`config.mk`:
```
export PLATFORM = sky130hd
export DESIGN_NAME = alu_operand_collector
export DESIGN_NICKNAME = d
export VERILOG_FILES = /design/src/rtl/alu_operand_collector.sv
export SDC_FILE = /design/constraint.sdc
export NUM_CORES = 1
export LEC_CHECK = 0
export CORE_MARGIN = 5
export CORE_UTILIZATION = 45
export CTS_CLUSTER_DIAMETER = 60
export DETAILED_ROUTE_END_ITERATION = 7
export GPL_TIMING_DRIVEN = 1
export PLACE_DENSITY = 0.79
export SYNTH_ARGS = -nofsm -noshare
export SYNTH_HDL_FRONTEND = slang
export SYNTH_SLANG_ARGS = --single-unit
```
`constraint.sdc`:
```
create_clock -name clk -period 2.2 [get_ports clk]
set_input_delay 0.33 -clock clk [delete_from_list [all_inputs] [get_ports clk]]
set_output_delay 0.33 -clock clk [all_outputs]
set_load 0.02 [all_outputs]
```
`src/rtl/alu_operand_collector.sv`:
```
// ALU operand collector.
// Gathers opa/opb, which may arrive in different cycles, together with a
// locked cmd/mode/cin. It then presents one complete operation on a
// valid/ready output. A two-operand command whose second operand does not
// arrive within TIMEOUT_CYCLES enabled cycles is issued with out_err set.
module alu_operand_collector #(
  parameter int DATA_WIDTH     = 8,
  parameter int CMD_WIDTH      = 4,
  parameter int TIMEOUT_CYCLES = 16,
  parameter logic [2**CMD_WIDTH-1:0] TWO_OP_ARITH = 16'h070F,
  parameter logic [2**CMD_WIDTH-1:0] TWO_OP_LOGIC = 16'h003F
) (
  input  logic                  clk,
  input  logic                  rst,
  input  logic                  ce,
  input  logic                  mode,
  input  logic                  cin,
  input  logic [CMD_WIDTH-1:0]  cmd,
  input  logic [1:0]            inp_valid,
  input  logic [DATA_WIDTH-1:0] opa,
  input  logic [DATA_WIDTH-1:0] opb,
  output logic                  in_ready,
  output logic                  out_valid,
  input  logic                  out_ready,
  output logic [DATA_WIDTH-1:0] out_opa,
  output logic [DATA_WIDTH-1:0] out_opb,
  output logic [CMD_WIDTH-1:0]  out_cmd,
  output logic                  out_mode,
  output logic                  out_cin,
  output logic [1:0]            out_inp_valid,
  output logic                  out_err
);

  // Counter is wide enough to hold TIMEOUT_CYCLES-1 even when it is 1.
  localparam int CNT_W = $clog2(TIMEOUT_CYCLES + 1);
  localparam logic [CNT_W-1:0] CNT_LAST = CNT_W'(TIMEOUT_CYCLES - 1);

  typedef enum logic [1:0] {
    S_IDLE  = 2'd0,
    S_WAIT  = 2'd1,
    S_ISSUE = 2'd2
  } state_t;

  state_t           state;
  logic [CNT_W-1:0] wait_cnt;

  // Look up whether a command needs both operands in the given mode.
  function automatic logic need_both(input logic m, input logic [CMD_WIDTH-1:0] c);
    need_both = m ? TWO_OP_ARITH[c] : TWO_OP_LOGIC[c];
  endfunction

  // Collection FSM. All outputs are registered. While collecting, the
  // captured fields live directly in the out_* registers, so an operand
  // that was never flagged valid reads as zero.
  always_ff @(posedge clk) begin
    if (rst) begin
      state         <= S_IDLE;
      wait_cnt      <= '0;
      in_ready      <= 1'b1;
      out_valid     <= 1'b0;
      out_opa       <= '0;
      out_opb       <= '0;
      out_cmd       <= '0;
      out_mode      <= 1'b0;
      out_cin       <= 1'b0;
      out_inp_valid <= 2'b00;
      out_err       <= 1'b0;
    end else begin
      case (state)
        S_IDLE: begin
          if (ce && (inp_valid != 2'b00)) begin
            out_cmd       <= cmd;
            out_mode      <= mode;
            out_cin       <= cin;
            out_opa       <= inp_valid[0] ? opa : '0;
            out_opb       <= inp_valid[1] ? opb : '0;
            out_inp_valid <= inp_valid;
            out_err       <= 1'b0;
            if (!need_both(mode, cmd) || (inp_valid == 2'b11)) begin
              state     <= S_ISSUE;
              out_valid <= 1'b1;
              in_ready  <= 1'b0;
            end else begin
              state    <= S_WAIT;
              wait_cnt <= '0;
            end
          end
        end

        // Exactly one operand bit is outstanding here. Only that operand is
        // sampled. Completion is checked before the timeout, so an operand
        // that arrives on the last window edge still wins.
        S_WAIT: begin
          if (ce) begin
            if ((inp_valid & ~out_inp_valid) != 2'b00) begin
              if (!out_inp_valid[0]) out_opa <= opa;
              else                   out_opb <= opb;
              out_inp_valid <= 2'b11;
              out_err       <= 1'b0;
              state         <= S_ISSUE;
              out_valid     <= 1'b1;
              in_ready      <= 1'b0;
            end else if (wait_cnt == CNT_LAST) begin
              out_err   <= 1'b1;
              state     <= S_ISSUE;
              out_valid <= 1'b1;
              in_ready  <= 1'b0;
            end else begin
              wait_cnt <= wait_cnt + 1'b1;
            end
          end
        end

        // The consumer may drain the operation even while ce is low.
        S_ISSUE: begin
          if (out_ready) begin
            state     <= S_IDLE;
            out_valid <= 1'b0;
            in_ready  <= 1'b1;
          end
        end

        default: begin
          state     <= S_IDLE;
          out_valid <= 1'b0;
          in_ready  <= 1'b1;
        end
      endcase
    end
  end

endmodule
```
==> out/metrics.csv <==
stage,metric,value,unit
outcome,outcome,"finished, final reports clean",
placement,GPL Wtd Cong,0.754,
timing,Final Hold Fails,0,
power,pwr/cell area,662,nW/um2
power,Clk network pwr share,0.237,
power,Pint,1.04,mW
timing,hold_ws,0.460,ns
timing,final period utilization,0.912,
clock_tree,Clock Path Buffers,2,
final_layout,"Design Area, Final",2310,um2
timing,final worst slack,0.193,ns
setup_path,crit start category,flop,
global_route,grt met2 use,0.303,
global_route,gr ovfl total,0,
setup_path,Worst EP required,2.44,ns
die,Boundary Pins,55,
power,maximum VDD drop,440,uV
yosys,#FFs+latches synth,34,
clock_tree,Clock Pin Slew Worst Setup and Hold Paths,0.10,ns
clock_tree,Num CTS Buffers,5,
final_layout,register area,681,um2
hold_path,Tightest Hold Check Type,reg2reg,
die,Chip Width,70.1,um
global_route,largest net degree at the start of global routing,14,
placement,DP Wirelength,3100,um
global_route,vias in the first global route,1611,
power,Leakage,0.841,nW
clock_tree,TritonCTS clock tree,done,
detailed_routing,vias,1596,
setup_path,worst-path fanout max,9,
yosys,Mapped Avg Cell Area,8.63,um2
global_route,GR peak layer,met2,
yosys,"Primary FF master, synth",dfxtp_1,
setup_path,crit path DAT,2.24,ns
yosys,post-synthesis sequential area ratio,0.419,
final_layout,n_diodes,0,
yosys,Post-synth EDFFs,0,
detailed_routing,DRC viols,0,
detailed_routing,Routed WL,4120,um
setup_path,Setup Crit Path Kind,reg2reg,
detailed_routing,via/cell ratio,5.41,
clock_tree,Root Driver,clkbuf_4,
detailed_routing,DRT antenna net count,0,
final_layout,area of the multi-input gates,882,um2
final_layout,layout cells sized above 1,0.112,
die,Starting Density,0.475,
timing,relative max-transition margin,0.564,
timing,fmax,498,MHz
timing,Max Clock Skew,0.00805,ns
placement,Area after DPL,2240,um2
power,sequential power share,0.455,
clock_tree,hold buffer count at cts,0,
yosys,asr flop ratio synth,0,
final_layout,fillcell total,296,
power,switching share of power,0.317,
yosys,Syn Inst Count,188,
flow_run,Max Cap Viol,0,
clock_tree,clk_lat worst skew,0.33,ns
timing,unrepaired setup endpoints after global routing,false,
final_layout,Final Net Count,278,
global_route,first-pass GRT wire length,7230,um
yosys,"Distinct cells, synth",39,
placement,pre-CTS setup slack,-0.173,ns
yosys,Synthesis Warnings,0,
timing,Final min period,2.01,ns
die,standard-cell row count,21,
power,Sw Pwr,0.483,mW
die,die area,4910,um2
placement,number of port buffers,54,
die,Core Area,3420,um2
setup_path,critical path capture point type,flop,
timing,Worst Max-Slew Pin Slew,0.651,ns
yosys,Synth Net Count,218,
global_route,initial antenna violation count,0,
global_route,Total GRT Usage,0.176,
die,die height,70.1,um
clock_tree,CTS Sinks,34,
detailed_routing,routed wire length per instance,14.0,um
final_layout,Non-Filler Instances,295,
global_route,GRT met3 Usage,0.0574,
detailed_routing,Initial DRC Count,123,
timing,Setup Viol. Count Final,0,
global_route,routing usage on met1,0.206,
placement,Placed Cells,287,
timing,final slew viol count,0,
clock_tree,H-tree depth,2,
yosys,"Cell Area, Synth",1620,um2
power,Combinational Power Share,0.308,
final_layout,synth-to-layout area growth,42.2,%
detailed_routing,DR pass1 iterations,4,
power,total power,1.53,mW
[routing by layer]
metal | share of wire | vias up
met5 | 0 | -
met4 | 0.015 | 0
met3 | 0.074 | 9
met2 | 0.49 | 46
met1 | 0.42 | 732
li1 | - | 809
[power by group through the flow]
stage	Combinational (mW)	Clock (mW)	Sequential [mW]
after floorplan	0.231	0	0.752
after global placement	0.461	0	0.708
after detailed placement	0.468	0	0.709
after CTS	0.470	0.372	0.695
after global routing	0.514	0.407	0.703
final	0.470	0.362	0.695
[through the flow]
stage / setup TNS (ns) / util
floorplan: 0 / -
global placement: -0.684 / 0.655
detailed placement: -1.62 / 0.655
CTS: 0 / 0.673
global route: 0 / 0.675
finish: 0 / 0.675
[worst paths after layout]
path	startpoint	to	slack, ns	depth (start not counted)
min reg2reg	out_opb[1]	out_opb[1]	0.46	2
max	wait_cnt[1]	out_valid	0.19	7
max reg2reg	wait_cnt[1]	out_valid	0.19	7
min	out_opb[1]	out_opb[1]	0.46	2
[synthesized netlist by cell type (2+ instances only)]
library cell / n / area [um2]
nor2_1: 11 / 41.3
nand4_1: 8 / 50.1
buf_1: 2 / 7.51
a21oi_1: 23 / 115
o211ai_1: 3 / 22.5
buf_6: 2 / 22.5
nand3_1: 14 / 70.1
mux2i_1: 7 / 70.1
nand2b_1: 6 / 37.5
o211a_1: 2 / 20.0
or3_1: 3 / 18.8
nand2_1: 13 / 48.8
nor2b_1: 4 / 25.0
buf_2: 2 / 10.0
nor3_1: 2 / 10.0
a21o_1: 2 / 15.0
a211oi_1: 4 / 30.0
a31oi_1: 3 / 18.8
dfxtp_1: 34 / 681
clkbuf_1: 5 / 18.8
o21ai_0: 17 / 85.1
ha_1: 2 / 25.0
inv_1: 3 / 11.3
[placed cells by master, fill, tap and decap left out, types with 2 or more instances in the layout]
| master | count |
|---|---|
| dfxtp_1 | 34 |
| clkdlybuf4s50_1 | 54 |
| inv_1 | 3 |
| nand2_1 | 13 |
| clkbuf_4 | 5 |
| nor3_1 | 2 |
| nor2b_1 | 4 |
| a211oi_1 | 4 |
| a21oi_1 | 23 |
| nand4_1 | 8 |
| nand3_1 | 14 |
| o211ai_1 | 3 |
| o211a_1 | 2 |
| mux2i_1 | 7 |
| o21ai_0 | 17 |
| a21o_1 | 2 |
| a31oi_1 | 3 |
| buf_4 | 10 |
| or3_1 | 3 |
| ha_1 | 2 |
| nor2_1 | 11 |
| nand2b_1 | 6 |
[what timing repair did]
item | in CTS | in global routing
resized for setup | 0 | 2
setup endpoints to repair | 0 | 11
buffers inserted | 0 | 0
[cell families after synthesis]
logic type                 after synthesis  share of synthesized area
and+or+nand+nor                         69                      0.234
adders and majority gates                2                     0.0154
AOI/OAI and AO/OA                       61                      0.238
muxes                                    8                     0.0501
buffers and inverters                   14                     0.0432
DFF                                     34                      0.419
[sequential cells by signal, indices dropped and copies added, names as in the netlist]
signal         count
in_ready           1
out_cin            1
out_cmd            4
out_err            1
out_inp_valid      2
out_mode           1
out_opa            8
out_opb            8
out_valid          1
state              2
wait_cnt           5
[cell type report]
cell class,count,area share
Multi-Input combinational cell,140,0.382
Timing Repair Buffer,64,0.267
Clock inverter,1,0.00217
Tap cell,46,0.0249
Sequential cell,34,0.295
Clock buffer,7,0.0239
Inverter,3,0.00488
[worst max-delay path, cell delays in order, from the launching register on]
cell and delay (ns):
dfxtp_1 0.38, ha_1 0.21, and3_1 0.17, ha_1 0.19
nor3b_2 0.06, and3_4 0.22, nor4_4 0.31, mux2_2 0.37
No activity file was read; power rests on OpenSTA's default activity.
